===== src/rtl/johnson_pkg.sv =====
// Shared definitions for the Johnson phase decoder: FSM state encoding,
// sample classification codes, the 8-entry legal Johnson code table and
// the default lock threshold.
package johnson_pkg;

   // Sequence checker state (kept as plain constants for legacy tools)
   typedef logic [0:0] fsm_state_t;
   localparam fsm_state_t ST_UNLOCKED = 1'b0;
   localparam fsm_state_t ST_LOCKED   = 1'b1;

   // Classification of one sample against the previously stored code
   typedef logic [1:0] sample_class_t;
   localparam sample_class_t CLS_LOAD    = 2'd0;
   localparam sample_class_t CLS_HOLD    = 2'd1;
   localparam sample_class_t CLS_ADVANCE = 2'd2;
   localparam sample_class_t CLS_ERROR   = 2'd3;

   // Consecutive legal advances needed before reporting lock
   localparam int unsigned LOCK_CNT_DEFAULT = 4;

   // Legal codes of a 4-bit Johnson counter, indexed by phase
   localparam logic [3:0] JOHNSON_CODES [8] = '{
      4'b0000, 4'b1000, 4'b1100, 4'b1110,
      4'b1111, 4'b0111, 4'b0011, 4'b0001
   };

   // One-hot expansion of a phase index
   function automatic logic [7:0] idx_to_onehot(input logic [2:0] idx);
      return 8'd1 << idx;
   endfunction

endpackage


===== src/rtl/johnson_code_dec.sv =====
// Combinational Johnson code lookup: reports whether a 4-bit code is one of
// the eight legal counter states and, if so, its phase index (0 otherwise).
module johnson_code_dec
   import johnson_pkg::*;
(
   input  logic [3:0] code,
   output logic       legal,
   output logic [2:0] idx
);

   // Match the code against every table entry; entries are unique so at
   // most one index contributes to the OR.
   always_comb begin
      legal = 1'b0;
      idx   = 3'd0;
      for (int i = 0; i < 8; i++) begin
         legal = legal | (code == JOHNSON_CODES[i]);
         idx   = idx | ((code == JOHNSON_CODES[i]) ? 3'(i) : 3'd0);
      end
   end

endmodule


===== src/rtl/johnson_phase_decoder.sv =====
// Johnson phase decoder: registers the one-hot and binary phase of the
// upstream 4-bit Johnson counter, checks that consecutive samples follow the
// counting sequence, reports lock after LOCK_CNT clean advances and pulses
// err on any skipped or illegal code.
// Optional feature macro: JOHNSON_DEC_ERR_CNT_EN enables the saturating
// 8-bit error counter; without it err_cnt is constant zero.
module johnson_phase_decoder
   import johnson_pkg::*;
#(
   parameter int unsigned LOCK_CNT = LOCK_CNT_DEFAULT
)(
   input  logic       clk,
   input  logic       rst,
   input  logic [3:0] john_q,
   output logic [7:0] phase_oh,
   output logic [2:0] phase_idx,
   output logic       locked,
   output logic       err,
   output logic [7:0] err_cnt
);

   localparam logic [3:0] LOCK_CNT_W = 4'(LOCK_CNT);

   logic          cur_legal_s;
   logic [2:0]    cur_idx_s;
   logic          prev_legal_s;
   logic [2:0]    prev_idx_s;
   logic [3:0]    prev_code_r;
   logic          load_r;
   fsm_state_t    state_r;
   fsm_state_t    state_nxt_s;
   logic [3:0]    run_cnt_r;
   logic [3:0]    run_nxt_s;
   sample_class_t class_s;
   logic [7:0]    phase_oh_r;
   logic [2:0]    phase_idx_r;
   logic          err_r;
   logic          locked_r;

   johnson_code_dec u_cur_dec (
      .code  (john_q),
      .legal (cur_legal_s),
      .idx   (cur_idx_s)
   );

   johnson_code_dec u_prev_dec (
      .code  (prev_code_r),
      .legal (prev_legal_s),
      .idx   (prev_idx_s)
   );

   // Classify the incoming sample; illegal codes always error, and a legal
   // code after reset or after an illegal code is only loaded.
   always_comb begin
      class_s = CLS_LOAD;
      if (!cur_legal_s) begin
         class_s = CLS_ERROR;
      end else if (load_r || !prev_legal_s) begin
         class_s = CLS_LOAD;
      end else if (cur_idx_s == prev_idx_s) begin
         class_s = CLS_HOLD;
      end else if (cur_idx_s == prev_idx_s + 3'd1) begin
         class_s = CLS_ADVANCE;
      end else begin
         class_s = CLS_ERROR;
      end
   end

   // Lock FSM and run counter next-state logic
   always_comb begin
      state_nxt_s = state_r;
      run_nxt_s   = run_cnt_r;
      case (state_r)
         ST_UNLOCKED: begin
            if (class_s == CLS_ADVANCE) begin
               run_nxt_s = run_cnt_r + 4'd1;
               if (run_cnt_r + 4'd1 == LOCK_CNT_W) begin
                  state_nxt_s = ST_LOCKED;
               end else begin
                  state_nxt_s = ST_UNLOCKED;
               end
            end else if (class_s == CLS_ERROR) begin
               run_nxt_s = 4'd0;
            end else begin
               run_nxt_s = run_cnt_r;
            end
         end
         ST_LOCKED: begin
            if (class_s == CLS_ERROR) begin
               state_nxt_s = ST_UNLOCKED;
               run_nxt_s   = 4'd0;
            end else begin
               state_nxt_s = ST_LOCKED;
            end
         end
         default: begin
            state_nxt_s = ST_UNLOCKED;
            run_nxt_s   = 4'd0;
         end
      endcase
   end

   // Sample history, FSM state and registered outputs
   always_ff @(posedge clk or posedge rst) begin
      if (rst) begin
         prev_code_r <= 4'b0000;
         load_r      <= 1'b1;
         state_r     <= ST_UNLOCKED;
         run_cnt_r   <= 4'd0;
         phase_oh_r  <= 8'h00;
         phase_idx_r <= 3'd0;
         err_r       <= 1'b0;
         locked_r    <= 1'b0;
      end else begin
         prev_code_r <= cur_legal_s ? john_q : prev_code_r;
         load_r      <= ~cur_legal_s;
         state_r     <= state_nxt_s;
         run_cnt_r   <= run_nxt_s;
         phase_oh_r  <= cur_legal_s ? idx_to_onehot(cur_idx_s) : 8'h00;
         phase_idx_r <= cur_idx_s;
         err_r       <= (class_s == CLS_ERROR);
         locked_r    <= (state_nxt_s == ST_LOCKED);
      end
   end

   assign phase_oh  = phase_oh_r;
   assign phase_idx = phase_idx_r;
   assign err       = err_r;
   assign locked    = locked_r;

`ifdef JOHNSON_DEC_ERR_CNT_EN
   logic [7:0] err_cnt_r;

   // Saturating count of error pulses, updated together with err
   always_ff @(posedge clk or posedge rst) begin
      if (rst) begin
         err_cnt_r <= 8'h00;
      end else if ((class_s == CLS_ERROR) && (err_cnt_r != 8'hFF)) begin
         err_cnt_r <= err_cnt_r + 8'd1;
      end else begin
         err_cnt_r <= err_cnt_r;
      end
   end

   assign err_cnt = err_cnt_r;
`else
   assign err_cnt = 8'h00;
`endif

endmodule


===== config.mk =====
export PLATFORM = sky130hd
export DESIGN_NAME = johnson_phase_decoder
export DESIGN_NICKNAME = d
export VERILOG_FILES = /design/src/rtl/johnson_pkg.sv /design/src/rtl/johnson_code_dec.sv /design/src/rtl/johnson_phase_decoder.sv
export SDC_FILE = /design/constraint.sdc
export NUM_CORES = 1
export LEC_CHECK = 0
export ABC_CLOCK_PERIOD_IN_PS = 3250
export CAP_MARGIN = 5
export CORE_ASPECT_RATIO = 0.75
export CORE_UTILIZATION = 30
export DETAILED_ROUTE_END_ITERATION = 16
export PLACE_DENSITY = 0.62
export SETUP_SLACK_MARGIN = 0.2
export SLEW_MARGIN = 15
export SYNTH_ARGS = -nofsm -noshare
export SYNTH_HDL_FRONTEND = slang
export SYNTH_SLANG_ARGS = --single-unit

===== constraint.sdc =====
create_clock -name clk -period 3.25 [get_ports clk]
set_input_delay 0.325 -clock clk [delete_from_list [all_inputs] [get_ports clk]]
set_output_delay 0.325 -clock clk [all_outputs]
set_load 0.1 [all_outputs]

After elaboration in Yosys (flattened, before gate mapping)
Cells that the tools add are included.
W data, S select, Z words.

storage, ports and cells
  flip-flop bits (word level) = 22
  memory bits (writable) = 0
  bits in latches = 0
  logic and storage cells = 87
  ROM bits = 0
  memories kept = 0

operators by class
  muxes and demuxes = 26
  shift-type cells = 1
  reduce and logical (&&, ||, !) cells = 4
  $lt $le $gt $ge = 0
  bitwise gates (word level) = 28
  $add $sub $neg = 2
  equality and inequality tests = 19
  div/mod/pow operators = 0
  $mul = 0

operators by type and width
  operator               number
  $or A3 B3 Y3           12
  $eq A4 B4 Y1 const B   8
  $mux W3                8
  $mux W2                7
  $or A1 B1 Y1           14
  $eq A4 B3 Y1 const B   3
  $eq A4 B1 Y1 const B   2
  $eq A4 B2 Y1 const B   2
  $logic_not A4 Y1       2
  $mux W4                2
  $mux W8                1
  $pmux W4 S2            1
  $shl A1 B3 Y8 const A  1
  $eq A3 B3 Y1           2
  $mux W1                6
  $add A4 B1 Y4 const B  1
  $eq A2 B2 Y1 const B   2
  $add A3 B1 Y3 const B  1
  $not A1 Y1             2
  $pmux W1 S2            1
  $logic_not A1 Y1       1
  $logic_or A1 B1 Y1     1

Logic depth before layout (Yosys ltp)
Gate-level depths: netlist of run 1.

  depth after elaboration = 18
  depth in mapped cells = 8
  mapped depth without buffers = 7

Modules after synthesis
From an unflattened synthesis of run 1, not the netlist that was laid out.

second synthesis, totals
  cell total of the unflattened synthesis = 115
  area total of the unflattened synthesis = 1209.9 um^2

modules (own cells, without submodules)
  module                 cells an instance  area an instance (um^2)  instances
  johnson_phase_decoder  93                 1037.2                   1
  johnson_code_dec       11                 86.3                     2

Worst setup path after synthesis of run 1
No wires, ideal clock.

  path type = register to register
  start point = register prev_code_r[2]
  end point = register run_cnt_r[3]
  required time = 3.168 ns
  data arrival time = 2.209 ns
  library setup time = 0.082 ns
  cell stages (with the launch flop) = 9
  path buffers = 1
  setup slack = 0.959 ns
  cells stage by stage = dfrtp_1 clkbuf_1 xor2_1 a21oi_1 ha_1 xnor3_1 nor3_4 or3b_4 o22ai_1

between the ends
  cells in the longest elaborated chain, start to end = 18
  elaborated cells between the ends (all ways) = 42

ends and longest elaborated chain
  what                                RTL line                                                  source
  start, declared                     johnson_phase_decoder.sv:28                               logic [3:0] prev_code_r;
  start signal, assigned              johnson_phase_decoder.sv:115                              prev_code_r <= cur_legal_s ? john_q : prev_code_r;
  $eq A4 B4 Y1                        johnson_code_dec.sv:17, johnson_code_dec.sv:18
  $mux W1 or $mux W2 (tied branches)  johnson_code_dec.sv:18                                    idx = idx | ((code == JOHNSON_CODES[i]) ? 3'(i) : 3'd0);
  $or A3 B3 Y3 (6 in series)          johnson_code_dec.sv:18
  $add A3 B1 Y3                       johnson_phase_decoder.sv:62                               end else if (cur_idx_s == prev_idx_s + 3'd1) begin
  $eq A3 B3 Y1                        johnson_phase_decoder.sv:62
  $mux W1                             johnson_phase_decoder.sv:62
  $mux W2                             johnson_phase_decoder.sv:60                               end else if (cur_idx_s == prev_idx_s) begin
  $mux W2 *                           johnson_phase_decoder.sv:58                               end else if (load_r || !prev_legal_s) begin
  $mux W2 *                           johnson_phase_decoder.sv:56                               if (!cur_legal_s) begin
  $eq A2 B2 Y1                        johnson_phase_decoder.sv:82, johnson_phase_decoder.sv:89
  $mux W4                             n/a
  $mux W4                             johnson_phase_decoder.sv:75                               if (class_s == CLS_ADVANCE) begin
  $pmux W4 S2 *                       johnson_phase_decoder.sv:73                               case (state_r)
  via run_nxt_s[3]                    johnson_phase_decoder.sv:33                               logic [3:0] run_nxt_s;
  end signal, assigned                johnson_phase_decoder.sv:118                              run_cnt_r <= run_nxt_s;
  end, declared                       johnson_phase_decoder.sv:32                               logic [3:0] run_cnt_r;

Mark *: on every way through the listed nets, which the timed path passes. The rest lies on a longest branch.
A chain may end at the register's enable or synchronous reset.

Worst setup path in the final report of run 1
  start point = input port john_q[2]
  end point = register run_cnt_r[2]

between the ends
  elaborated cells between the ends (all ways) = 39

RTL lines
  what                        RTL line                                                  source
  start, declared             johnson_phase_decoder.sv:14                               input logic [3:0] john_q,
  $eq A4 B4 Y1                johnson_code_dec.sv:18
  $mux W3                     johnson_code_dec.sv:18
  $or A3 B3 Y3 (3 in series)  johnson_code_dec.sv:18
  $or A3 B3 Y3 *              johnson_code_dec.sv:18
  via cur_idx_s[2]            johnson_phase_decoder.sv:25                               logic [2:0] cur_idx_s;
  $eq A3 B3 Y1                johnson_phase_decoder.sv:62
  $mux W1                     johnson_phase_decoder.sv:62
  $mux W2 *                   johnson_phase_decoder.sv:60
  $mux W2 *                   johnson_phase_decoder.sv:58
  $mux W2 *                   johnson_phase_decoder.sv:56
  $eq A2 B2 Y1                johnson_phase_decoder.sv:82, johnson_phase_decoder.sv:89
  $mux W4                     n/a
  $mux W4                     johnson_phase_decoder.sv:75
  $pmux W4 S2 *               johnson_phase_decoder.sv:73
  via run_nxt_s[2]            johnson_phase_decoder.sv:33

Marked as above.

==> results_dict.tcl, run 1 <==
set metrics [dict create \
    status "finished, final reports clean" \
    tightest_slew_ns 0.979 \
    portBuffers 18 \
    synthCells 113 \
    cts_resized 0 \
    path_class "in -> reg" \
    area_growth_pct 17.1 \
    placed_cells 177 \
    drv_slew 0 \
    numClockSinks 22 \
    crit_chain "clkdlybuf4s50_1 > or2_4 > a21boi_4 > xnor3_1 > nor3_4 > or3b_4 > o22ai_1" \
    cts.path.max_buffers 2 \
    fill_cells 368 \
    die_width_um 75.5 \
    clock_latency_ns 0.26 \
    regToRegSetupSlack_ns 0.76 \
    final_cell_count_no_fill 181 \
    reg2regPathDepth 7 \
    place_congestion 0.717 \
    finalClockSkew_ns 0.00402 \
    timing.slew.headroom_pct 34.6 \
    path_delay_family "simple AND/OR/NAND/NOR gates" \
    tns_ns 0 \
    endpoint "run_cnt_r[2]$_DFF_PP0_" \
    htree_levels 1 \
    final_core_util_pct 37.9 \
    ys_seq_area_share_pct 45.4 \
    track_usage_pct 11.0 \
    rr_startpoint "prev_code_r[0]$_DFFE_PP0P_" \
    crit_cells 7 \
    antenna_found_initial 0 \
    route.detailed.drc 0 \
    grt_first_pass_wirelength_mm 3.63 \
    fin_crit_ns 2.59 \
    firstDrtPassIters 4 \
    cts_buffers 3 \
    slowest_delay_ns 0.59 \
    cts_setup_buffers 0 \
    drv_cap 0 \
    cp-end-kind "register" \
    vias_per_cell 4.51 \
    ys_seq_elements 22 \
    drive_gt1_share_pct 13.2 \
    initial_core_util_pct 32.3 \
    routedWlPerCell_um 11.5 \
    cp_data_required_time_ns 3.43 \
    nNetsFinal 139 \
    dieArea_um2 4310 \
    hold_buffers 0 \
    avgSynthCellArea_um2 10.8 \
    arrival_ns 2.77 \
    preCtsSetupSlack_ns 0.380 \
    cp_num_buf_inv 1 \
    peakVddDrop_uv 146 \
    final-setup-viol-count 0 \
    fp-row-count 19 \
    power.total_mw 0.718 \
    p_leak_nw 0.627 \
    worst_path_max_delay_cell "clkdlybuf4s50_1" \
    num_vias 816 \
    fmax_mhz 386 \
    hpwl_mm 1.61 \
    crit_start "john_q[2]" \
    start_kind "input port" \
    rr_endpoint "run_cnt_r[2]$_DFF_PP0_" \
    clk_pin_slew_ns 0.07 \
    drtIter0Drc 60 \
    ant_nets 0 \
    cts-root-buf "clkbuf_8" \
    synth_cell_types 38 \
    drt_wl_total_mm 2.08 \
    hp-class "in -> async" \
    fin_crit_sh_pct 79.7 \
    grt_pass1_vias 777 \
    insertedDiodeCount 0 \
    die_h_um 57.1 \
    layout_setup_ws_ns 0.661 \
    hold_violations 0 \
    yosysWarningCount 0 \
    cts_tree "built" \
    rsz0062_at_grt "no" \
    coreArea_um2 3760 \
    path_max_fanout 10 \
    ios 27 \
    pwr_density_cell_nw_per_um2 505 \
    synth_area_um2 1210 \
    gr-total-overflow 0 \
    grt_max_degree 23 \
]
[stage by stage]
stage                     hold slack (ns)  area [um2]
after floorplan                     0.313        1240
after global placement              0.542        1380
after detailed placement            0.560        1380
after CTS                           0.570        1420
after global routing                0.605        1420
final                               0.535        1420
[metal layers]
layer | vias to the layer above | wire length (um) | global-route usage, %
met5 | - | 0 | 0
met4 | 0 | 29 | 3.97
met2 | 17 | 993 | 18.4
met1 | 397 | 998 | 14.3
li1 | 398 | - | -
met3 | 4 | 63 | 2.12
[power by group]
| part | internal (mW) | total [mW] | switching, mW |
|---|---|---|---|
| clock | 0.0872 | 0.167 | 0.0802 |
| sequential | 0.291 | 0.304 | 0.0132 |
| combinational | 0.0733 | 0.246 | 0.173 |
[flip-flops by register name, indices dropped and copies added, names as in the netlist]
| signal | count |
|---|---|
| phase_oh | 8 |
| phase_idx | 3 |
| load_r | 1 |
| run_cnt_r | 4 |
| prev_code_r | 4 |
| err | 1 |
| locked | 1 |
[layout make-up]
type / instances / area, um2 / area share (%)
flip-flops and latches: 22 / 552 / 38.8
clock buffers: 4 / 45.0 / 3.17
well taps: 52 / 65.1 / 4.57
repair buffers: 18 / 180 / 12.7
multi-input cells: 82 / 569 / 40.0
inverters: 3 / 11.3 / 0.792
[synth_stat cells (all sizes together)]
| library cell | instances | area (um2) |
|---|---|---|
| nor3 | 3 | 26.3 |
| nor2 | 5 | 18.8 |
| conb | 1 | 3.75 |
| nor3b | 3 | 22.5 |
| or3b | 1 | 11.3 |
| a21boi | 1 | 18.8 |
| a311o | 1 | 11.3 |
| o22ai | 4 | 25.0 |
| o21ai | 3 | 15.0 |
| or2b | 1 | 7.51 |
| o21ba | 1 | 10.0 |
| mux2 | 4 | 45.0 |
| nor4b | 2 | 17.5 |
| nand2b | 5 | 31.3 |
| nand3 | 2 | 10.0 |
| a21o | 1 | 8.76 |
| inv | 3 | 11.3 |
| nand2 | 12 | 45.0 |
| and3 | 1 | 6.26 |
| and2 | 1 | 6.26 |
| ha | 3 | 37.5 |
| xor2 | 5 | 43.8 |
| clkbuf | 1 | 3.75 |
| mux2i | 1 | 10.0 |
| xnor3 | 1 | 22.5 |
| o21bai | 1 | 7.51 |
| xnor2 | 2 | 17.5 |
| or2 | 2 | 15.0 |
| buf | 12 | 105 |
| dfrtp | 21 | 526 |
| a21oi | 5 | 25.0 |
| nor2b | 1 | 6.26 |
| dfstp | 1 | 26.3 |
| nand3b | 1 | 7.51 |
| o31a | 1 | 10.0 |
[kinds of logic after synthesis]
group	after synthesis	share of synthesized area [%]
XOR/XNOR	8	6.90
adder cells (fa/ha/maj)	3	3.09
buffers and inverters	16	9.89
AO/OA/AOI/OAI	18	10.8
multiplexers	5	4.53
flip-flops	22	45.4
AND/OR/NAND/NOR	40	19.1
other	1	0.309
[how the worst min path moves through the flow]
stage | startpoint | slack, ns | endpoint | depth (start not counted)
2_1_floorplan | rst | 0.31 | err$_DFF_PP0_ | 1
3_3_place_gp | run_cnt_r[3]$_DFF_PP0_ | 0.54 | run_cnt_r[3]$_DFF_PP0_ | 2
3_5_place_dp | run_cnt_r[3]$_DFF_PP0_ | 0.56 | run_cnt_r[3]$_DFF_PP0_ | 2
4_1_cts | rst | 0.57 | phase_oh[3]$_DFF_PP0_ | 2
5_1_grt | prev_code_r[3]$_DFFE_PP0P_ | 0.61 | prev_code_r[3]$_DFFE_PP0P_ | 1
6_report | rst | 0.54 | phase_oh[1]$_DFF_PP0_ | 2
[placed cells by master, fill, tap and decap left out, types with 2 or more instances in the layout]
| master | Yosys | routed |
|---|---|---|
| a21oi_1 | 5 | 5 |
| clkbuf_8 | 0 | 3 |
| clkdlybuf4s50_1 | 0 | 18 |
| conb_1 | 1 | 8 |
| dfrtp_1 | 21 | 21 |
| ha_1 | 3 | 3 |
| inv_1 | 3 | 3 |
| mux2_2 | 4 | 4 |
| nand2_1 | 12 | 12 |
| nand2b_1 | 5 | 5 |
| nand3_1 | 2 | 2 |
| nor2_1 | 5 | 5 |
| nor3_1 | 2 | 2 |
| nor3b_1 | 3 | 3 |
| nor4b_1 | 2 | 2 |
| o21ai_0 | 3 | 3 |
| o22ai_1 | 4 | 4 |
| xnor2_1 | 2 | 2 |
| xor2_1 | 5 | 5 |
(Power assumes the default switching activity.)
==> inputs of run 2 (changes only) <==
Settings changed: ABC_CLOCK_PERIOD_IN_PS 3250 to 2600.
Clock period 3.25 ns to 2.6 ns, I/O delays scaled along.
==> run 2 against run 1 <==
  * Combinational power rose by 46%
  * Critical path depth fell by 1
  * Global-route usage rose by 0.72 points
  * Die area did not move
  * Critical endpoint is now run_cnt_r[3]$_DFF_PP0_
  * Worst setup slack got worse by 0.34 ns
  * Via count rose by 9.2%
  * Routed wire length rose by 18%
  * Total power rose by 38%
  * Final cell count rose by 7.7%
  * Non-clock buffer count rose by 14
  * Worst hold slack got worse by 0.090 ns
  * Count of clock-buffer cells in the layout did not move
==> results_dict.tcl, run 2 (synthesis results as in run 1) <==
set metrics [dict create \
    wl_met1_mm 1.12 \
    routedWlPerCell_um 12.6 \
    path_class "reg -> reg" \
    area_growth_pct 26.1 \
    final-setup-viol-count 0 \
    ant_nets 0 \
    cts_tree "built" \
    vias_per_cell 4.57 \
    grt_max_degree 23 \
    layout_common_cells "27 x buf_4, 20 x dfrtp_1, 12 x nand2_1, 8 x conb_1" \
    whs_ns 0.445 \
    drv_cap 0 \
    drt_wl_total_mm 2.46 \
    die_h_um 57.1 \
    drtIter0Drc 66 \
    nNetsFinal 153 \
    arrival_ns 2.46 \
    wl_met2_mm 1.18 \
    finalClockSkew_ns 0.00371 \
    ios 27 \
    route.detailed.drc 0 \
    clock_latency_ns 0.27 \
    start_kind "register" \
    portBuffers 18 \
    multiInputGateArea_um2 592 \
    status "finished, final reports clean" \
    rsz0062_at_grt "no" \
    cp-end-kind "register" \
    fmax_mhz 439 \
    highest_layer "met4" \
    path_max_fanout 7 \
    dieArea_um2 4310 \
    final_core_util_pct 40.8 \
    pwr_density_cell_nw_per_um2 649 \
    gr-total-overflow 0 \
    route.met3.wl_um 110 \
    initial_core_util_pct 32.3 \
    hp-class "in -> async" \
    tightest_slew_ns 0.816 \
    largest_reg_flops 8 \
    firstDrtPassIters 4 \
    hpwl_mm 1.72 \
    grt_first_pass_wirelength_mm 3.82 \
    p_leak_nw 0.740 \
    fp-row-count 19 \
    hold_violations 0 \
    clk_pin_slew_ns 0.08 \
    antenna_found_initial 0 \
    track_usage_pct 11.8 \
    numClockSinks 22 \
    cp_data_required_time_ns 2.79 \
    cts_buffers 3 \
    htree_levels 1 \
    fill_cells 375 \
    hold_buffers 0 \
    coreArea_um2 3760 \
    fin_crit_sh_pct 87.5 \
    num_vias 891 \
    register_area_um2 553 \
    insertedDiodeCount 0 \
    timing.slew.headroom_pct 45.5 \
    cts.path.max_buffers 2 \
    peakVddDrop_uv 260 \
    grt_pass1_vias 814 \
    die_width_um 75.5 \
    drv_slew 0 \
    drive_gt1_share_pct 35.0 \
    fin_crit_ns 2.28 \
    final_common_cell "buf_4" \
    cts-root-buf "clkbuf_8" \
    place_congestion 0.774 \
]
[run 2: cell count changes in the layout (fill, tap and decap cells not counted), sizes merged]
cell	delta
buf	+27
clkdlybuf4s50	-14
dlymetal6s2s	+1
[run 2: power breakdown]
group          internal [mW]  total [mW]  switching [mW]
registers              0.364       0.383          0.0186
clock network          0.135       0.251           0.115
logic                  0.127       0.360           0.233
[run 2: per-stage QoR]
stage               setup TNS (ns)  worst slack (ns)  std cells  cell area, um2  power (mW)
floorplan                        0             0.309        120            1240       0.657
global placement                 0            0.0557        185            1410       0.695
global route                     0             0.196        195            1530        1.04
detailed placement         -0.0208           -0.0159        185            1410       0.704
CTS                              0             0.245        190            1480       0.961
finish                           0             0.325        195            1530       0.993
[run 2: path summary, 6_finish.rpt]
kind | start | end | slack, ns | cells past startpoint
worst max-delay path | prev_code_r[2]$_DFFE_PP0P_ | run_cnt_r[3]$_DFF_PP0_ | 0.32 | 6
worst min register to register | run_cnt_r[2]$_DFF_PP0_ | run_cnt_r[2]$_DFF_PP0_ | 0.60 | 2
max in group asynchronous | rst | prev_code_r[2]$_DFFE_PP0P_ | 1.60 | 2
min in group clk | john_q[2] | phase_oh[1]$_DFF_PP0_ | 0.49 | 3
worst max register to register | prev_code_r[2]$_DFFE_PP0P_ | run_cnt_r[3]$_DFF_PP0_ | 0.32 | 6
worst min-delay path | rst | phase_idx[2]$_DFF_PP0_ | 0.44 | 2
[run 2: repair_timing]
action | CTS | global route
setup endpoints to repair | 4 | 3
buffers inserted | 1 | 5
pin swaps | 1 | 3
gates resized for setup | 2 | 5
gates cloned | 0 | 0
[run 2: layout make-up]
class	instances	share of cell area, %
tap	52	4.25
multi-input combinational	82	38.6
timing repair buffer	32	16.7
sequential	22	36.1
clock buffer	4	3.59
inverter	3	0.735
[run 2: critical path: stages (launching register included)]
cell	delay [ns]
dfrtp_2	0.46
and2_1	0.15
o21ai_1	0.25
xnor3_1	0.49
nor3_4	0.22
or3b_4	0.43
o22ai_1	0.20
[run 2: layer usage]
layer / GRT usage [%] / vias up
met4: 5.56 / 0
met1: 17.0 / 429
li1: - / 427
met2: 17.3 / 30
met5: 0 / -
met3: 1.59 / 5
